`config.mk`:
```
export PLATFORM = sky130hd
export DESIGN_NAME = qspi_rom_sequencer
export DESIGN_NICKNAME = d
export VERILOG_FILES = /design/src/rtl/qspi_rom_sequencer_pkg.sv /design/src/rtl/qspi_rr_arbiter.sv /design/src/rtl/qspi_rom_sequencer.sv
export SDC_FILE = /design/constraint.sdc
export NUM_CORES = 1
export LEC_CHECK = 0
export CAP_MARGIN = 20
export CORE_MARGIN = 5
export CORE_UTILIZATION = 45
export DETAILED_ROUTE_END_ITERATION = 6
export PLACE_DENSITY = 0.72
export SYNTH_ARGS = -nofsm -noshare
export SYNTH_HDL_FRONTEND = slang
export SYNTH_SLANG_ARGS = --single-unit
```
`constraint.sdc`:
```
create_clock -name clk -period 2 [get_ports clk]
set_clock_uncertainty 0.15 [all_clocks]
set_input_delay 0.3 -clock clk [delete_from_list [all_inputs] [get_ports clk]]
set_output_delay 0.3 -clock clk [all_outputs]
set_load 0.02 [all_outputs]
```
`src/rtl/qspi_rom_sequencer_pkg.sv`:
```
// Shared definitions for the quad-SPI ROM fetch sequencer: state encoding,
// flash opcode, per-phase SCK counts and IO output-enable patterns.
package qspi_rom_sequencer_pkg;

   typedef enum logic [2:0] {
      ST_IDLE,
      ST_CMD,
      ST_ADDR,
      ST_MODE,
      ST_DUMMY,
      ST_DATA,
      ST_DONE
   } state_t;

   // Fast Read Quad I/O opcode, shifted out single-wire on IO0.
   localparam logic [7:0] OPCODE      = 8'hEB;

   localparam logic [3:0] CMD_SCK     = 4'd8;
   localparam logic [3:0] ADDR_SCK    = 4'd6;
   localparam logic [3:0] MODE_SCK    = 4'd2;
   localparam logic [3:0] DATA_SCK    = 4'd2;

   // Mode nibble 0x0 keeps the flash out of continuous-read mode.
   localparam logic [3:0] MODE_NIBBLE = 4'h0;

   // IO1 stays released during the command so the flash may drive it.
   localparam logic [3:0] OE_CMD      = 4'b1101;
   localparam logic [3:0] OE_QUAD     = 4'b1111;
   localparam logic [3:0] OE_OFF      = 4'b0000;

   // {oe, io_out} for SCK period idx of state st.
   function automatic logic [7:0] io_drive(input state_t st, input logic [2:0] idx,
                                           input logic [23:0] faddr);
      logic [4:0] shamt;
      logic [3:0] nib;
      logic [7:0] r;
      shamt = 5'd20 - {idx, 2'b00};
      nib   = 4'(faddr >> shamt);
      case (st)
         ST_CMD:  r = {OE_CMD, 3'b110, OPCODE[3'd7 - idx]};
         ST_ADDR: r = {OE_QUAD, nib};
         ST_MODE: r = {OE_QUAD, MODE_NIBBLE};
         default: r = {OE_OFF, 4'b0000};
      endcase
      return r;
   endfunction

endpackage

```
`src/rtl/qspi_rr_arbiter.sv`:
```
// Two-way round-robin arbiter. On a tie the requester not granted last wins;
// last_grant resets to 1 so requester 0 wins the first tie.
module qspi_rr_arbiter (
   input  logic clk,
   input  logic rst_n,
   input  logic req0,
   input  logic req1,
   input  logic take,
   output logic gnt_valid,
   output logic gnt_id
);

   logic last_grant;

   // Grant selection from current requests and the previous winner.
   always_comb begin
      gnt_valid = req0 | req1;
      gnt_id    = 1'b0;
      if (req0 && req1) begin
         gnt_id = ~last_grant;
      end else if (req1) begin
         gnt_id = 1'b1;
      end
   end

   // Remember who was granted whenever the grant is actually taken.
   always_ff @(posedge clk) begin
      if (!rst_n) begin
         last_grant <= 1'b1;
      end else if (take && gnt_valid) begin
         last_grant <= gnt_id;
      end
   end

endmodule

```
`src/rtl/qspi_rom_sequencer.sv`:
```
// Quad-SPI ROM byte fetcher shared by two requesters. Each request runs a
// complete 0xEB transaction (CMD, ADDR, MODE, DUMMY, DATA) with SCK = clk/2.
// Valid/ready contract: a requester raises valid with a stable addr and keeps
// it until its one-cycle ack; the address is captured at grant, so later addr
// changes or an early valid drop do not affect the transaction in flight.
module qspi_rom_sequencer
   import qspi_rom_sequencer_pkg::*;
#(
   parameter int          ADDR_W    = 12,
   parameter logic [23:0] BASE_ADDR = 24'h100000,
   parameter int          DUMMY_CYC = 4
) (
   input  logic              clk,
   input  logic              rst_n,
   input  logic              req0_valid,
   input  logic [ADDR_W-1:0] req0_addr,
   input  logic              req1_valid,
   input  logic [ADDR_W-1:0] req1_addr,
   output logic              ack0,
   output logic              ack1,
   output logic [7:0]        rdata,
   output logic              busy,
   output logic              qspi_cs_n,
   output logic              qspi_sclk,
   output logic [3:0]        qspi_io_out,
   output logic [3:0]        qspi_io_oe,
   input  logic [3:0]        qspi_io_in
);

   state_t            state;
   state_t            next_st;
   logic [3:0]        cnt;       // SCK period index within the current state
   logic              phase;     // 0: sclk low half, 1: sclk high half
   logic              id;
   logic [23:0]       faddr;
   logic [3:0]        data_hi;
   logic [3:0]        last_cnt;
   logic              gnt_valid;
   logic              gnt_id;
   logic [ADDR_W-1:0] gnt_addr;
   logic [23:0]       req_faddr;

   qspi_rr_arbiter u_arb (
      .clk       (clk),
      .rst_n     (rst_n),
      .req0      (req0_valid),
      .req1      (req1_valid),
      .take      (state == ST_IDLE),
      .gnt_valid (gnt_valid),
      .gnt_id    (gnt_id)
   );

   assign gnt_addr  = gnt_id ? req1_addr : req0_addr;
   assign req_faddr = BASE_ADDR + 24'(gnt_addr);
   assign busy      = (state != ST_IDLE);

   // Length of each shifting state and the state that follows it.
   always_comb begin
      last_cnt = 4'd0;
      next_st  = ST_IDLE;
      case (state)
         ST_CMD:   begin last_cnt = CMD_SCK - 4'd1;       next_st = ST_ADDR;  end
         ST_ADDR:  begin last_cnt = ADDR_SCK - 4'd1;      next_st = ST_MODE;  end
         ST_MODE:  begin last_cnt = MODE_SCK - 4'd1;      next_st = ST_DUMMY; end
         ST_DUMMY: begin last_cnt = 4'(DUMMY_CYC - 1);    next_st = ST_DATA;  end
         ST_DATA:  begin last_cnt = DATA_SCK - 4'd1;      next_st = ST_DONE;  end
         default:  begin last_cnt = 4'd0;                 next_st = ST_IDLE;  end
      endcase
   end

   // Transaction FSM; all pin outputs are registered and change only at the
   // start of an sclk-low half, so the flash sees them stable at SCK rise.
   always_ff @(posedge clk) begin
      if (!rst_n) begin
         state       <= ST_IDLE;
         cnt         <= 4'd0;
         phase       <= 1'b0;
         id          <= 1'b0;
         faddr       <= 24'h0;
         data_hi     <= 4'h0;
         qspi_cs_n   <= 1'b1;
         qspi_sclk   <= 1'b0;
         qspi_io_out <= 4'h0;
         qspi_io_oe  <= OE_OFF;
         ack0        <= 1'b0;
         ack1        <= 1'b0;
         rdata       <= 8'h00;
      end else begin
         case (state)
            ST_IDLE: begin
               if (gnt_valid) begin
                  state                     <= ST_CMD;
                  id                        <= gnt_id;
                  faddr                     <= req_faddr;
                  cnt                       <= 4'd0;
                  phase                     <= 1'b0;
                  qspi_cs_n                 <= 1'b0;
                  qspi_sclk                 <= 1'b0;
                  {qspi_io_oe, qspi_io_out} <= io_drive(ST_CMD, 3'd0, req_faddr);
               end
            end
            ST_DONE: begin
               state <= ST_IDLE;
               ack0  <= 1'b0;
               ack1  <= 1'b0;
            end
            default: begin
               if (!phase) begin
                  phase     <= 1'b1;
                  qspi_sclk <= 1'b1;
               end else begin
                  phase     <= 1'b0;
                  qspi_sclk <= 1'b0;
                  if (state == ST_DATA && cnt == 4'd0) begin
                     data_hi <= qspi_io_in;
                  end
                  if (cnt == last_cnt) begin
                     cnt   <= 4'd0;
                     state <= next_st;
                     if (next_st == ST_DONE) begin
                        qspi_cs_n   <= 1'b1;
                        qspi_io_out <= 4'h0;
                        qspi_io_oe  <= OE_OFF;
                        rdata       <= {data_hi, qspi_io_in};
                        ack0        <= ~id;
                        ack1        <= id;
                     end else begin
                        {qspi_io_oe, qspi_io_out} <= io_drive(next_st, 3'd0, faddr);
                     end
                  end else begin
                     cnt                       <= cnt + 4'd1;
                     {qspi_io_oe, qspi_io_out} <= io_drive(state, 3'(cnt + 4'd1), faddr);
                  end
               end
            end
         endcase
      end
   end

endmodule

```
**Yosys cells after proc, flatten, opt, wreduce, memory -nomap -nowiden**

Memories as Yosys holds them, arrays and structs flattened.
Cells that the tools add are included.
W data, S select, Z words.

- Bits in registers: 57
- Bits in latches: 0
- RAM bits: 0
- Bits in read-only memories: 8
- Bits of input ports: 32
- Output and inout bits: 21
- Word-level logic and storage cells: 102
- Memories kept: 1

- Add/subtract/negate cells: 4
- Multiply operators: 0
- Divide/modulo/power cells: 0
- $lt $le $gt $ge: 1
- Equal/unequal tests: 12
- Shifts and indexed selects: 1
- Muxes and demuxes: 40
- Bitwise gates (word level): 6
- Reductions and logical operators: 24

Memory list:

| memory | depth | width | rd ports | clocked after memory_dff | write ports | line | RTL |
|---|---|---|---|---|---|---|---|
| (no name shown) | 8 | 1 | 1 | 0 | 0 | qspi_rom_sequencer_pkg.sv:40 | `ST_CMD: r = {OE_CMD, 3'b110, OPCODE[3'd7 - idx]};` |

Operators with widths:

| operator | count |
|---|---|
| $pmux W8 S3 | 2 |
| $mux W4 | 10 |
| $pmux W4 S2 | 3 |
| $shr A24 B5 Y4 | 1 |
| $add A21 B12 Y22 const A | 1 |
| $pmux W3 S5 | 1 |
| $mux W1 | 14 |
| $eq A3 B2 Y1 const B | 4 |
| $eq A3 B3 Y1 const B | 4 |
| $mux W12 | 1 |
| $pmux W3 S4 | 1 |
| $reduce_bool A2 Y1 | 6 |
| $mux W3 | 3 |
| $reduce_and A3 Y1 | 3 |
| $reduce_bool A3 Y1 | 3 |
| $pmux W1 S2 | 4 |
| $reduce_and A4 Y1 | 2 |
| $eq A3 B1 Y1 const B | 2 |
| $pmux W3 S2 | 1 |
| $not A1 Y1 | 5 |
| $reduce_and A5 Y1 | 1 |
| $sub A5 B5 Y5 const A | 1 |
| $add A4 B1 Y4 const B | 1 |
| $eq A4 B4 Y1 | 1 |
| other kinds (9) | 13 |

**Logic depth before layout (Yosys ltp)**

- Word-level depth: 8
- Gate-level depth with buffers: 9
- Depth with buffers taken out: 8

**Hierarchy**

From an unflattened synthesis, not the netlist that was laid out.

- Cells, all modules: 276
- Area, all modules: 2419.8 sq um

Modules (own cells, without submodules):

| module | times used | cells an instance | area each (sq um) | seq. area each (sq um) |
|---|---|---|---|---|
| qspi_rom_sequencer | 1 | 270 | 2366.0 | 860.8 |
| qspi_rr_arbiter | 1 | 6 | 53.8 | 20.0 |

**Worst setup path after synthesis**

No wires, ideal clock.

- Path type: register to register
- From: register cnt[0]
- To: register qspi_io_out[1]
- Library setup time: 101 ps
- Data arrival time: 1627 ps
- Data required time: 1749 ps
- Path slack: 122 ps
- Cell stages (with the launch flop): 9
- Buffers on the path: 1
- Period minus slack after synthesis: 1878 ps
- Cells stage by stage: dfxtp_1 buf_2 inv_1 ha_1 nor2_1 a22oi_1 nor2_1 a31oi_1 o41ai_1

- Longest elaborated chain between the ends: 7
- Elaborated cells between the ends (all ways): 8
- Classes of those cells: 2 x add/sub; 1 x eq/ne; 1 x shift; 4 x mux

RTL lines:

| item | line | RTL |
|---|---|---|
| start, declared | qspi_rom_sequencer.sv:32 | `logic [3:0] cnt;` |
| start signal, assigned | qspi_rom_sequencer.sv:131 | `cnt <= cnt + 4'd1;` |
| $add A4 B1 Y4 | qspi_rom_sequencer.sv:132 | `{qspi_io_oe, qspi_io_out} <= io_drive(state, 3'(cnt + 4'd1), faddr);` |
| $sub A5 B5 Y5 | qspi_rom_sequencer_pkg.sv:37 | `shamt = 5'd20 - {idx, 2'b00};` |
| $shr A24 B5 Y4 | qspi_rom_sequencer_pkg.sv:38 | `nib = 4'(faddr >> shamt);` |
| $pmux W8 S3 | qspi_rom_sequencer_pkg.sv:39 | `case (st)` |
| $mux W4 (*) | qspi_rom_sequencer.sv:117 | `if (cnt == last_cnt) begin` |
| $mux W4 (*) | qspi_rom_sequencer.sv:108 | `if (!phase) begin` |
| $pmux W4 S2 (*) | qspi_rom_sequencer.sv:89 | `case (state)` |
| end signal, assigned | qspi_rom_sequencer.sv:99 | `{qspi_io_oe, qspi_io_out} <= io_drive(ST_CMD, 3'd0, req_faddr);` |
| end signal, assigned | qspi_rom_sequencer.sv:128 | `{qspi_io_oe, qspi_io_out} <= io_drive(next_st, 3'd0, faddr);` |
| end signal, assigned | qspi_rom_sequencer.sv:132 |  |
| end, declared | qspi_rom_sequencer.sv:25 | `output logic [3:0] qspi_io_out,` |

Every way passes the cells marked *; elsewhere a longest branch is shown, timed or not. The select of a mux whose other input is x is not followed.
A chain may end at the register's enable or synchronous reset.

==> impl_metrics.ini <==
[global_routing]
grt_usage_pct = 17.3
grt_pass1_vias = 2066
grt_max_degree = 47
grt_pass1_wl_um = 8980
grt-ovfl-total = 0
antenna_found_initial = 0

[yosys]
ys_seq_area_share_pct = 37.9
avgSynthCellArea_um2 = 8.97
synth_edf_count = 0
synthesis.area_um2 = 2320
syn_nets = 295
synth_flop_cell = dfxtp_1
yosysWarnings = 0
synthCells = 259
ys_ff_latch = 44
synthDistinctLibCells = 47
synthArstFlopShare_pct = 0

[outcome]
status = finished, final reports clean

[timing]
fin_crit_sh_pct = 95.1
maxSlewHeadroom_pct = 61.2
tightest_slew_ps = 575
tns_ps = 0
rsz0062_at_grt = no
setup_violations = 0
drv_slew = 0
fmax_mhz = 526
fin_hold_ws_ps = 317
post-route-min-period_ps = 1900
hold_viol = 0

[finish]
fillers = 443
area_growth_pct = 41.5
final_core_util_pct = 64.8
diodes = 0
drive_gt1_share_pct = 18.8
multiInputGateArea_um2 = 1350
fin_cells = 406
nets = 371
seq_area_um2 = 886
final_area_um2 = 3290

[placement]
io_buffers = 52
place_area_um2 = 3150
dp.cells = 398
gp_congestion = 0.821
place_hpwl_um = 4130

[routing]
drtAntennaViolNets = 0
dr.pass1.iters = 4
drc = 0
vias = 2139
drt-total-wl_um = 5500
viasPerCell = 5.27
wl_per_cell_um = 13.5
drt_iter0_markers = 131

[clock_network]
cts_made_buffers = 5
cts_root_buf = clkbuf_8
cts_setup_buffers = 0
path_clk_slew_ps = 70
clock_path_buffers = 2
cts_max_level = 2
cts_tree = yes
clk_latency_ps = 300
cts.sinks = 44

[setup_path]
regToRegSetupSlack_ps = 110
endpoint_kind = output pin
reg2reg_depth = 6
path_class = reg2out
path_cells = buf_4 > clkdlybuf4s50_1
slowest_delay_ps = 630
cp-endpoint = qspi_sclk
reg2reg_from = state[2]$_SDFFE_PN0P_
cp.required_ps = 1550
crit_path_top_delay_cell = clkdlybuf4s50_1
critPathLaunchType = flip-flop
crit_start = phase$_SDFFE_PN0P_
crit_fanout = 13
cp.arrival_ps = 1450
r2r-end = qspi_io_out[3]$_SDFFE_PN0P_

[floorplan]
die_w_um = 81.9
die-height_um = 81.9
core_area_um2 = 5070
dieArea_um2 = 6700
rows = 26
io_pins = 53
initial_core_util_pct = 45.8

[pwr]
p_leak_nw = 1.35
cellPowerDensity_nw_per_um2 = 836
ir_worst_vdd_mv = 0.522

[worst_hold_path]
min_path_type = reg2reg

[run]
maxCapViolCount = 0
layout make-up:
cell class | count | area share (%)
flip-flops and latches | 44 | 26.9
multi-input cells | 189 | 40.9
clock buffers | 6 | 2.21
repair buffers | 91 | 25.7
inverters | 4 | 0.457
clock inverters | 2 | 1.07
well taps | 70 | 2.66
sequential cells by signal (all words and copies together), names as in the netlist:
signal	cells
phase	1
ack0	1
qspi_io_out	4
ack1	1
u_arb.last_grant	1
cnt	4
faddr	13
data_hi	4
state	3
id	1
rdata	8
qspi_cs_n	1
qspi_io_oe	2
kinds of logic after synthesis:
group | Yosys count | synth area share [%]
AND/OR/NAND/NOR | 88 | 20.5
XOR/XNOR | 6 | 2.26
AO/OA/AOI/OAI | 69 | 21.8
flip-flops | 44 | 37.9
adder cells (fa/ha/maj) | 4 | 2.15
multiplexers | 22 | 9.53
buffers and inverters | 26 | 5.87
per-stage QoR:
stage	setup slack, ps	power [W]
final	97.6	0.00275
after global routing	7.86	0.00291
after detailed placement	-106	0.00208
after global placement	-57.7	0.00206
after floorplan	122	0.00164
after CTS	2.78	0.00275
placed cells by master (no fill, tap or decap), types with 5 or more instances in the layout:
cell and n:
a21boi_0 7, mux2i_1 21, a21oi_1 8, nand2_1 31
dfxtp_1 40, nand3_1 13, clkbuf_8 5, o21ai_0 14
clkdlybuf4s50_1 51, o211a_1 14, nor2_1 5, buf_4 36
nor2b_1 13
cell usage after synthesis (4+ instances only):
cell type	n	area share (%)
nor2_1	6	0.97
dfxtp_1	44	38
nand2b_1	4	1.1
a22oi_1	4	1.3
mux2i_1	21	9.0
nand2_1	31	5.0
ha_1	4	2.2
clkbuf_1	11	1.8
o211a_1	14	6.0
a21oi_1	9	1.9
xnor2_1	4	1.5
a21boi_0	7	2.3
nor4_1	4	1.1
nand3_1	13	2.8
nor2b_1	13	3.5
buf_2	4	0.86
o21ai_0	14	3.0
inv_1	4	0.65
buf_4	5	1.6
worst max-delay path, delay by kind of cell (launching register included):
| family | cells | cell delay [ps] |
|---|---|---|
| buffers and inverters | 2 | 820 |
| DFF | 1 | 330 |
repair_timing:
item	in CTS	in global routing
hold buffers	0	0
setup endpoints to repair	1	22
resized for setup	3	11
pin swaps	0	0
how the worst min path moves through the flow:
stage	startpoint	to	slack, ps	cells past startpoint
2_1_floorplan	data_hi[1]$_SDFFE_PN0P_	data_hi[1]$_SDFFE_PN0P_	290	2
3_3_place_gp	data_hi[0]$_SDFFE_PN0P_	data_hi[0]$_SDFFE_PN0P_	300	2
3_5_place_dp	data_hi[0]$_SDFFE_PN0P_	data_hi[0]$_SDFFE_PN0P_	310	2
4_1_cts	data_hi[0]$_SDFFE_PN0P_	data_hi[0]$_SDFFE_PN0P_	320	2
5_1_grt	data_hi[0]$_SDFFE_PN0P_	data_hi[0]$_SDFFE_PN0P_	350	2
6_report	data_hi[0]$_SDFFE_PN0P_	data_hi[0]$_SDFFE_PN0P_	320	2
report_power, final:
| part | leakage, nW | total (W) | switching [W] | internal, W |
|---|---|---|---|---|
| clock network | 0.0552 | 0.000669 | 0.000299 | 0.000371 |
| registers | 0.362 | 0.00107 | 0.0000776 | 0.000990 |
| logic | 0.935 | 0.00101 | 0.000488 | 0.000526 |
layer usage:
metal,GRT usage (%),part of all wire (%),vias up
met5,0,0,-
met4,7.97,2.5,0
met3,4.71,5.4,14
met2,30.2,48,59
met1,19.5,44,980
li1,-,-,1086
Power figures use the tool's default switching activity.
